**src/rtl/a2wb_bus_master.sv**
```systemverilog
`default_nettype none
// ============================================================================
// Module      : a2wb_bus_master
// Description : Wishbone master for the A2 core bridge. Arbitrates round-robin
//               among per-core command entries and runs each accepted command
//               as one classic single-beat Wishbone cycle. The result goes back
//               to the granting core as a one-cycle response pulse.
// Ports       : clk, rst               - clock, async active-high reset
//               req_valid/we/sel/adr/datw/ext - per-core command entries (in)
//               req_ready              - one-cycle accept pulse per core (out)
//               rsp_valid/rsp_datr/rsp_err - per-core completion pulse,
//                                        shared read data and error flag (out)
//               wb_cyc/stb/we/sel/adr/datw/ext - Wishbone request (out)
//               wb_ack/wb_err/wb_datr  - Wishbone slave response (in)
// Revision    : 1.0 - initial release
// ============================================================================
module a2wb_bus_master #(
    parameter int NUM_CORES = 4,
    parameter int TIMEOUT   = 255
) (
    input  logic                      clk,
    input  logic                      rst,
    input  logic [NUM_CORES-1:0]      req_valid,
    input  logic [NUM_CORES-1:0]      req_we,
    input  logic [4*NUM_CORES-1:0]    req_sel,
    input  logic [32*NUM_CORES-1:0]   req_adr,
    input  logic [32*NUM_CORES-1:0]   req_datw,
    input  logic [8*NUM_CORES-1:0]    req_ext,
    output logic [NUM_CORES-1:0]      req_ready,
    output logic [NUM_CORES-1:0]      rsp_valid,
    output logic [31:0]               rsp_datr,
    output logic                      rsp_err,
    output logic                      wb_cyc,
    output logic                      wb_stb,
    output logic                      wb_we,
    output logic [3:0]                wb_sel,
    output logic [31:0]               wb_adr,
    output logic [31:0]               wb_datw,
    output logic [7:0]                wb_ext,
    input  logic                      wb_ack,
    input  logic                      wb_err,
    input  logic [31:0]               wb_datr
);

    localparam logic [1:0] c_S_IDLE    = 2'd0;
    localparam logic [1:0] c_S_BUS     = 2'd1;
    localparam logic [1:0] c_S_RESP    = 2'd2;
    localparam logic [1:0] c_LAST_INIT = 2'(NUM_CORES - 1);
    localparam logic [7:0] c_TO_LAST   = 8'(TIMEOUT - 1);

    // Registered state and outputs
    logic [1:0]            r_state;
    logic [1:0]            r_last_grant;
    logic [1:0]            r_grant;
    logic [7:0]            r_cnt;
    logic [NUM_CORES-1:0]  r_req_ready;
    logic [NUM_CORES-1:0]  r_rsp_valid;
    logic [31:0]           r_rsp_datr;
    logic                  r_rsp_err;
    logic                  r_wb_cyc;
    logic                  r_wb_stb;
    logic                  r_wb_we;
    logic [3:0]            r_wb_sel;
    logic [31:0]           r_wb_adr;
    logic [31:0]           r_wb_datw;
    logic [7:0]            r_wb_ext;

    // Next-state values
    logic [1:0]            w_state_nxt;
    logic [1:0]            w_last_grant_nxt;
    logic [1:0]            w_grant_nxt;
    logic [7:0]            w_cnt_nxt;
    logic [NUM_CORES-1:0]  w_req_ready_nxt;
    logic [NUM_CORES-1:0]  w_rsp_valid_nxt;
    logic [31:0]           w_rsp_datr_nxt;
    logic                  w_rsp_err_nxt;
    logic                  w_wb_cyc_nxt;
    logic                  w_wb_stb_nxt;
    logic                  w_wb_we_nxt;
    logic [3:0]            w_wb_sel_nxt;
    logic [31:0]           w_wb_adr_nxt;
    logic [31:0]           w_wb_datw_nxt;
    logic [7:0]            w_wb_ext_nxt;

    // Arbitration and bus-termination decode
    logic                  w_found;
    logic [1:0]            w_grant;
    logic                  w_timeout;
    logic                  w_done;

    // Round-robin search: start one past the last grant and wrap. Only
    // indices below NUM_CORES are ever visited, so absent cores never win.
    always_comb begin : p_arb
        int v_idx;
        v_idx   = 0;
        w_found = 1'b0;
        w_grant = 2'd0;
        for (int k = 1; k <= NUM_CORES; k++) begin
            v_idx = int'(r_last_grant) + k;
            if (v_idx >= NUM_CORES) begin
                v_idx = v_idx - NUM_CORES;
            end
            if (!w_found && req_valid[v_idx]) begin
                w_found = 1'b1;
                w_grant = 2'(v_idx);
            end
        end
    end

    assign w_timeout = (r_cnt == c_TO_LAST);
    assign w_done    = wb_err | wb_ack | w_timeout;

    // ------------------------------------------------------------------
    // State register (also holds all registered outputs)
    // ------------------------------------------------------------------
    always_ff @(posedge clk or posedge rst) begin
        if (rst) begin
            r_state      <= c_S_IDLE;
            r_last_grant <= c_LAST_INIT;
            r_grant      <= 2'd0;
            r_cnt        <= 8'd0;
            r_req_ready  <= '0;
            r_rsp_valid  <= '0;
            r_rsp_datr   <= 32'd0;
            r_rsp_err    <= 1'b0;
            r_wb_cyc     <= 1'b0;
            r_wb_stb     <= 1'b0;
            r_wb_we      <= 1'b0;
            r_wb_sel     <= 4'd0;
            r_wb_adr     <= 32'd0;
            r_wb_datw    <= 32'd0;
            r_wb_ext     <= 8'd0;
        end else begin
            r_state      <= w_state_nxt;
            r_last_grant <= w_last_grant_nxt;
            r_grant      <= w_grant_nxt;
            r_cnt        <= w_cnt_nxt;
            r_req_ready  <= w_req_ready_nxt;
            r_rsp_valid  <= w_rsp_valid_nxt;
            r_rsp_datr   <= w_rsp_datr_nxt;
            r_rsp_err    <= w_rsp_err_nxt;
            r_wb_cyc     <= w_wb_cyc_nxt;
            r_wb_stb     <= w_wb_stb_nxt;
            r_wb_we      <= w_wb_we_nxt;
            r_wb_sel     <= w_wb_sel_nxt;
            r_wb_adr     <= w_wb_adr_nxt;
            r_wb_datw    <= w_wb_datw_nxt;
            r_wb_ext     <= w_wb_ext_nxt;
        end
    end

    // ------------------------------------------------------------------
    // Next-state logic
    // ------------------------------------------------------------------
    always_comb begin
        w_state_nxt = r_state;
        case (r_state)
            c_S_IDLE: if (w_found) w_state_nxt = c_S_BUS;
            c_S_BUS:  if (w_done)  w_state_nxt = c_S_RESP;
            c_S_RESP: w_state_nxt = c_S_IDLE;
            default:  w_state_nxt = c_S_IDLE;
        endcase
    end

    // ------------------------------------------------------------------
    // Output logic: next values of the registered outputs. Pulses default
    // low; bus fields and read data hold unless explicitly updated.
    // ------------------------------------------------------------------
    always_comb begin
        w_last_grant_nxt = r_last_grant;
        w_grant_nxt      = r_grant;
        w_cnt_nxt        = r_cnt;
        w_req_ready_nxt  = '0;
        w_rsp_valid_nxt  = '0;
        w_rsp_datr_nxt   = r_rsp_datr;
        w_rsp_err_nxt    = r_rsp_err;
        w_wb_cyc_nxt     = r_wb_cyc;
        w_wb_stb_nxt     = r_wb_stb;
        w_wb_we_nxt      = r_wb_we;
        w_wb_sel_nxt     = r_wb_sel;
        w_wb_adr_nxt     = r_wb_adr;
        w_wb_datw_nxt    = r_wb_datw;
        w_wb_ext_nxt     = r_wb_ext;

        case (r_state)
            c_S_IDLE: begin
                if (w_found) begin
                    w_grant_nxt      = w_grant;
                    w_last_grant_nxt = w_grant;
                    w_cnt_nxt        = 8'd0;
                    w_wb_cyc_nxt     = 1'b1;
                    w_wb_stb_nxt     = 1'b1;
                    w_wb_we_nxt      = req_we[w_grant];
                    w_wb_sel_nxt     = req_sel[4*int'(w_grant) +: 4];
                    w_wb_adr_nxt     = req_adr[32*int'(w_grant) +: 32];
                    w_wb_datw_nxt    = req_datw[32*int'(w_grant) +: 32];
                    w_wb_ext_nxt     = req_ext[8*int'(w_grant) +: 8];
                    for (int i = 0; i < NUM_CORES; i++) begin
                        w_req_ready_nxt[i] = (w_grant == 2'(i));
                    end
                end
            end
            c_S_BUS: begin
                w_cnt_nxt = r_cnt + 8'd1;
                if (w_done) begin
                    w_cnt_nxt    = 8'd0;
                    w_wb_cyc_nxt = 1'b0;
                    w_wb_stb_nxt = 1'b0;
                    for (int i = 0; i < NUM_CORES; i++) begin
                        w_rsp_valid_nxt[i] = (r_grant == 2'(i));
                    end
                    // Error beats a simultaneous ack; a timeout is only
                    // reached when the slave gave neither.
                    if (wb_err) begin
                        w_rsp_err_nxt  = 1'b1;
                        w_rsp_datr_nxt = 32'd0;
                    end else if (wb_ack) begin
                        w_rsp_err_nxt  = 1'b0;
                        w_rsp_datr_nxt = r_wb_we ? 32'd0 : wb_datr;
                    end else begin
                        w_rsp_err_nxt  = 1'b1;
                        w_rsp_datr_nxt = 32'd0;
                    end
                end
            end
            c_S_RESP: begin
                w_rsp_err_nxt = 1'b0;
            end
            default: ;
        endcase
    end

    assign req_ready = r_req_ready;
    assign rsp_valid = r_rsp_valid;
    assign rsp_datr  = r_rsp_datr;
    assign rsp_err   = r_rsp_err;
    assign wb_cyc    = r_wb_cyc;
    assign wb_stb    = r_wb_stb;
    assign wb_we     = r_wb_we;
    assign wb_sel    = r_wb_sel;
    assign wb_adr    = r_wb_adr;
    assign wb_datw   = r_wb_datw;
    assign wb_ext    = r_wb_ext;

endmodule
`default_nettype wire

```
**config.mk**
```make
export PLATFORM = sky130hd
export DESIGN_NAME = a2wb_bus_master
export DESIGN_NICKNAME = d
export VERILOG_FILES = /design/src/rtl/a2wb_bus_master.sv
export SDC_FILE = /design/constraint.sdc
export NUM_CORES = 1
export LEC_CHECK = 0
export ABC_CLOCK_PERIOD_IN_PS = 7800
export BUFFER_PORTS_ARGS = -buffer_cell sky130_fd_sc_hd__buf_2
export CAP_MARGIN = 20
export CORE_AREA = 2 2 181 183
export DETAILED_ROUTE_END_ITERATION = 10
export DIE_AREA = 0 0 183 185
export PLACE_DENSITY = 0.56
export SLEW_MARGIN = 25
export SYNTH_ARGS = -nofsm -noshare
export SYNTH_HDL_FRONTEND = slang
export SYNTH_SLANG_ARGS = --single-unit
export TNS_END_PERCENT = 50
```
**constraint.sdc**
```tcl
create_clock -name clk -period 7.8 [get_ports clk]
set_clock_uncertainty 0.2 [all_clocks]
set_input_delay 0.39 -clock clk [delete_from_list [all_inputs] [get_ports clk]]
set_output_delay 0.39 -clock clk [all_outputs]
set_load 0.01 [all_outputs]
```
==> flow_summary_export.csv, run 1 <==
group,metric,value,unit
synth,async_flop_share,100,%
grt,grt_overflow,0,
timing,rsz0062_at_grt,"false",
route,drc,0,
critical_path,cp_max_fo,66,
synth,yosysUniqueCellTypes,37,
final_layout,final_nets,1498,
power,leakagePower,5.64,nW
final_layout,layout-drive-gt1-share,44.4,%
grt,gr-max-usage-layer,"met2",
synth,synth_nets,1028,
die,core,32000,um2
synth,netlist_area,7160,um2
placed_design,place_congestion,0.727,
outcome,status,"completed",
synth,yosysMostFrequentCell,"nand2_1",
synth,ys_ff_latch,133,
synth,synth_top_cells_by_area,"dfrtp_1 (46%), mux2i_1 (22%), o221ai_1 (9.4%)",
route,vias,7044,
die,die_w,183,um
die,die_h,185,um
power,pwr_density_cell,352,nW/um2
synth,synth_cells,678,
critical_path,ff2ff_path_depth,7,
timing,tightest_slew,1060,ps
timing,post-route-min-period,3040,ps
placed_design,hpwl,18600,um
grt,met2_usage,24.2,%
route,ant_nets,0,
die,row_count,66,
clock_network,cts_root_buffer,"clkbuf_16",
route,wl_per_cell,16.6,um
clock_network,clk_latency,440,ps
critical_path,end_kind,"register",
run,max-cap-violations,0,
min_path,worstHoldPathType,"in2reg",
grt,met1_usage,18.2,%
clock_network,cts_tree,"done",
synth,synth-edff-count,0,
timing,hold_viol,0,
min_path,hold_depth,3,
critical_path,path_class,"reg2reg",
grt,met3_usage,4.82,%
clock_network,cts.clk_slew.worst_paths,70,ps
timing,min_period_over_period,38.9,%
timing,slew_headroom,29.3,%
clock_network,ctsResizeCount,0,
timing,setup-tns-final,0,ps
synth,yosys_warnings,0,
timing,setup_viol,0,
clock_network,cts.sink_count,133,
grt,grt_pass1_wl,38400,um
synth,yosys-top-cells-count,"nand2_1 (157), mux2i_1 (155), dfrtp_1 (131)",
synth,yosysTopAreaCell,"dfrtp_1",
timing,slew_viol_final,0,
grt,grt.total_usage,14.8,%
synth,synth.avg_cell_area,10.6,um2
clock_network,cts_buffers,17,
power,irDropWorstVdd,0.000178,V
route,drt_iter0_markers,238,
critical_path,cp_slowest_stage_delay,640,ps
critical_path,cp_cell_sequence,"nand2b_1 -> a21oi_1 -> o221ai_4 -> buf_4 -> buf_6 -> mux2i_1 -> o221ai_1",
synth,synth_flop_cell,"dfrtp_1",
grt,antenna_found_initial,1,
synth,synth.top_cell.area_share,45.8,%
power,total_power,0.00375,W
grt,first_global_vias,6778,
critical_path,cp.arrival,3110,ps
die,start_util,22.4,%
critical_path,cp.required,7870,ps
timing,clock.fmax,0.329,GHz
clock_network,cts-htree-levels,4,
placed_design,port-buffer-count,467,
final_layout,area_growth,48.6,%
critical_path,start_kind,"register",
clock_network,clock_path_buffers,2,
die,die-area,33900,um2
die,top_level_ports,468,
critical_path,cp_slowest_cell,"buf_6",
grt,grt_max_degree,81,
route,wirelength,26000,um
synth,ys_seq_area_share,46.5,%
route,firstDrtPassIters,4,
route,avgViaCountPerCell,4.49,
[kinds of logic (layout without fill, tap and decap cells)]
family	Yosys count	after routing	synth area share, %
other	0	1	0
buffers and inverters	63	546	6.69
XOR/XNOR	3	3	0.367
multiplexers	155	155	21.7
AND/OR/NAND/NOR	192	192	10.9
flip-flops	133	133	46.5
adder cells (fa/ha/maj)	2	2	0.349
AO/OA/AOI/OAI	130	130	13.5
[cell usage in the layout (no fill, tap or decap), drive strengths merged, types with 2 or more instances in the layout]
master,count
clkinv,4
dfrtp,131
mux2i,155
clkbuf,17
nor2b,3
nand2,157
nor3b,3
dfstp,2
nand3,3
bufinv,2
dlygate4sd3,33
xnor2,2
nor4,2
inv,16
o21ai,42
nand2b,5
nor2,11
nor3,3
and3,2
ha,2
buf,474
o221ai,78
a21oi,4
[worst max-delay path, delay by kind of cell, from the launching register on]
family | cells | cell delay [ps]
compound gates | 3 | 470
mux | 1 | 270
buf+inv | 2 | 1120
simple gates | 1 | 120
flops | 1 | 590
[final cells by class]
type                            count  area [um2]
Timing Repair Buffer              507        2740
Antenna cell                        1        2.50
Clock inverter                     15         209
Inverter                            7        31.3
Fill cell                        3302       21400
Tap cell                          408         510
Sequential cell                   133        3330
Multi-Input combinational cell    482        3390
Clock buffer                       17         425
[per-layer routing]
| layer | part of all wire (%) | vias to the layer above |
|---|---|---|
| met4 | 2.4 | 0 |
| met5 | 0 | - |
| li1 | - | 3419 |
| met1 | 42 | 3281 |
| met3 | 8.1 | 29 |
| met2 | 47 | 315 |
[power breakdown]
part | leakage [nW] | switching (W) | internal (W)
logic | 3.63 | 0.00100 | 0.000712
registers | 1.70 | 0.000170 | 0.000986
clock network | 0.311 | 0.000382 | 0.000494
total | 5.64 | 0.00156 | 0.00219
[flip-flops by register name (all words and copies together), names as in the netlist, 2 cells and up]
| signal | cells |
|---|---|
| wb_datw | 32 |
| req_ready | 4 |
| r_state | 2 |
| wb_sel | 4 |
| rsp_datr | 32 |
| r_grant | 2 |
| r_cnt | 8 |
| wb_adr | 32 |
| rsp_valid | 4 |
| r_last_grant | 2 |
| wb_ext | 8 |
[stage by stage]
step | area (um2) | hold WS (ps) | util (%) | instances | worst slack, ps
detailed placement | 9640 | 266 | 30.1 | 1503 | 4490
global placement | 9640 | 257 | 30.1 | 1503 | 4610
floorplan | 7160 | 258 | - | 678 | 3660
global route | 10600 | 11.4 | 33.2 | 1570 | 4540
finish | 10600 | 25.5 | 33.2 | 1570 | 4760
CTS | 10600 | 6.28 | 33.1 | 1568 | 4490
[path summary, 6_finish.rpt]
| check | from | to | slack (ps) |
|---|---|---|---|
| max | r_last_grant[1] | wb_adr[0] | 4760 |
| min | wb_datr[17] | rsp_datr[17] | 30 |
| max reg2reg | r_last_grant[1] | wb_adr[0] | 4760 |
| min reg2reg | rsp_datr[9] | rsp_datr[9] | 280 |
| max in group asynchronous | rst | wb_datw[17] | 5720 |
| min in group asynchronous | rst | wb_adr[25] | 410 |
[timing repair]
action	CTS	global route
hold buffers	33	0
setup endpoints to repair	0	0
setup buffers	0	0
endpoints found under the hold margin	109	0
(Power assumes the default switching activity.)
==> run 2: changes to the inputs <==
ABC_AREA = 1   (was unset)
ABC_CLOCK_PERIOD_IN_PS = 2480   (was 7800)
CORE_AREA = 2 2 183 185   (was 2 2 181 183)
DIE_AREA = 0 0 185 187   (was 0 0 183 185)
PLACE_DENSITY = 0.63   (was 0.56)
clock period = 2.48 ns   (was 7.8 ns; I/O delays follow)
==> flow_summary_export.csv, run 2 <==
group,metric,value,unit
final_layout,final_nets,2578,
synth,yosys-top-cells-count,"nand2_1 (884), nand4_1 (154), dfrtp_1 (131)",
die,start_util,27.2,%
synth,netlist_area,8920,um2
clock_network,cts_root_buffer,"clkbuf_16",
grt,grt_max_degree,134,
timing,slew_headroom,45.8,%
clock_network,cts_tree,"done",
route,firstDrtPassIters,8,
timing,setup_viol,21,
power,irDropWorstVdd,0.000931,V
synth,synth.avg_cell_area,6.34,um2
critical_path,start_kind,"register",
synth,yosysUniqueCellTypes,27,
synth,synth_nets,1757,
timing,setup-tns-final,-590,ps
synth,synth_cells,1407,
placed_design,place_congestion,0.936,
die,die_h,187,um
critical_path,cp.arrival,2820,ps
route,avgViaCountPerCell,5.16,
final_layout,layout_commonest_cell,"nand2_1",
clock_network,clk_latency,430,ps
route,ant_nets,0,
synth,yosys_warnings,0,
synth,ys_ff_latch,133,
min_path,worstHoldPathType,"in2reg",
placed_design,port-buffer-count,467,
critical_path,cp.required,2660,ps
grt,grt_pass1_wl,73400,um
grt,grt.total_usage,27.6,%
grt,antenna_found_initial,6,
synth,synth_flop_cell,"dfrtp_1",
synth,yosysTopAreaCell,"nand2_1",
placed_design,numPlacedInstances,2272,
critical_path,cp_max_fo,8,
clock_network,cts.clk_slew.worst_paths,80,ps
synth,synth.top_cell.area_share,37.2,%
timing,hold_viol,0,
run,max-cap-violations,0,
timing,min_period_over_period,106,%
grt,grt_overflow,0,
die,die-area,34600,um2
synth,synth-edff-count,0,
power,leakagePower,9.53,nW
final_layout,utilization,51.7,%
route,wirelength,52800,um
timing,rsz0062_at_grt,"true",
grt,first_global_vias,13400,
final_layout,layout_common_cells,"nand2_1 (863), buf_2 (467), dlygate4sd3_1 (334)",
outcome,violations,"negative setup slack",
timing,holdWs,6.62,ps
outcome,status,"complete, but fails checks",
synth,ys_seq_area_share,37.3,%
route,drc,0,
synth,yosysMostFrequentCell,"nand2_1",
synth,async_flop_share,100,%
critical_path,end_kind,"register",
timing,tightest_slew,813,ps
clock_network,cts_buffers,17,
synth,synth_top_cells_by_area,"nand2_1 (37%), dfrtp_1 (37%), nand4_1 (11%)",
clock_network,cts.sink_count,133,
timing,post-route-min-period,2640,ps
final_layout,area_growth,90.5,%
timing,clock.fmax,0.379,GHz
route,wl_per_cell,19.6,um
final_layout,finalNonFillerCells,2695,
die,top_level_ports,468,
die,row_count,67,
clock_network,cts-htree-levels,4,
die,core,32900,um2
die,die_w,185,um
critical_path,path_class,"reg2reg",
route,vias,13900,
route,drt_iter0_markers,1773,
timing,slew_viol_final,0,
clock_network,clock_path_buffers,2,
power,pwr_density_cell,1680,nW/um2
placed_design,hpwl,27500,um
final_layout,layout-drive-gt1-share,29.5,%
timing,worst_slack,-158,ps
[run 2: cell count changes after synthesis, sizes merged, moves of 40 or more]
cell    before  now
nand2      157  889
mux2i      155    0
nand4        1  154
o221ai      78    0
buf         23   87
nand3        3   43
[run 2: path summary, 6_finish.rpt]
check                           startpoint      endpoint  slack, ps  depth (start not counted)
setup / recovery           r_last_grant[0]    wb_adr[26]       -160                         18
hold / removal                req_adr[125]    wb_adr[29]          7                          7
setup reg to reg           r_last_grant[0]    wb_adr[26]       -160                         18
hold reg to reg                 r_grant[0]  rsp_valid[2]        260                          1
max in group asynchronous              rst     wb_ext[7]       1180                          4
min in group asynchronous              rst     wb_ext[0]        270                          4
[run 2: per-stage QoR]
stage | setup WS (ps) | power, W | area, um2
CTS | 7.70 | 0.0250 | 16200
floorplan | 315 | 0.0146 | 8930
finish | -158 | 0.0286 | 17000
global placement | -2.85 | 0.0195 | 11900
detailed placement | -38.3 | 0.0197 | 11900
global route | -311 | 0.0308 | 17000
[run 2: cell type report]
cell class                 count  area (um2)
inverter                      29         128
clock buffer                  17         425
fill                        3032       15900
antenna                        6        15.0
sequential                   133        3330
tap                          448         561
clock inverter                15         183
multi-input combinational   1132        4950
timing repair buffer         915        7410
[run 2: power by group]
part / switching, W / total [W] / internal (W)
combinational: 0.0133 / 0.0224 / 0.00907
sequential: 0.000520 / 0.00365 / 0.00313
clock: 0.00127 / 0.00265 / 0.00137
[run 2: timing repair]
item,in CTS,in global routing
setup buffers,13,13
hold endpoints to repair,244,0
endpoints found under the setup margin,32,82
resized for setup,23,57
cloned,7,19
pin swaps,8,34
hold buffers,334,0
[run 2: logic make-up after synthesis]
logic type	after synthesis	share of synthesized area, %
buffers and inverters	142	8.78
flip-flops	133	37.3
XOR/XNOR	4	0.393
adder cells (fa/ha/maj)	2	0.280
AND/OR/NAND/NOR	1110	52.2
AO/OA/AOI/OAI	16	0.996
[run 2: routing by layer]
metal  vias to the layer above  wire length, um  GRT usage [%]
met1                      6313            19200           32.0
met3                       370             5700           9.03
met5                         -               84              0
met4                         4             3820           16.8
met2                      1052            24000           44.1
li1                       6160                -              -
[run 2: critical path, stage by stage, from the launching register on]
cell and delay (ps):
dfstp_2 600, inv_4 70, nand2_1 90, nand2_1 80
nand2_1 70, nand2_2 70, nand2_4 100, nand2_4 50
nand2_4 80, buf_12 140, buf_16 140, buf_12 170
buf_6 130, nand4_1 220, nand2_1 140, nand2_1 60
nand2_1 60, nand2_1 40, nand2_1 60
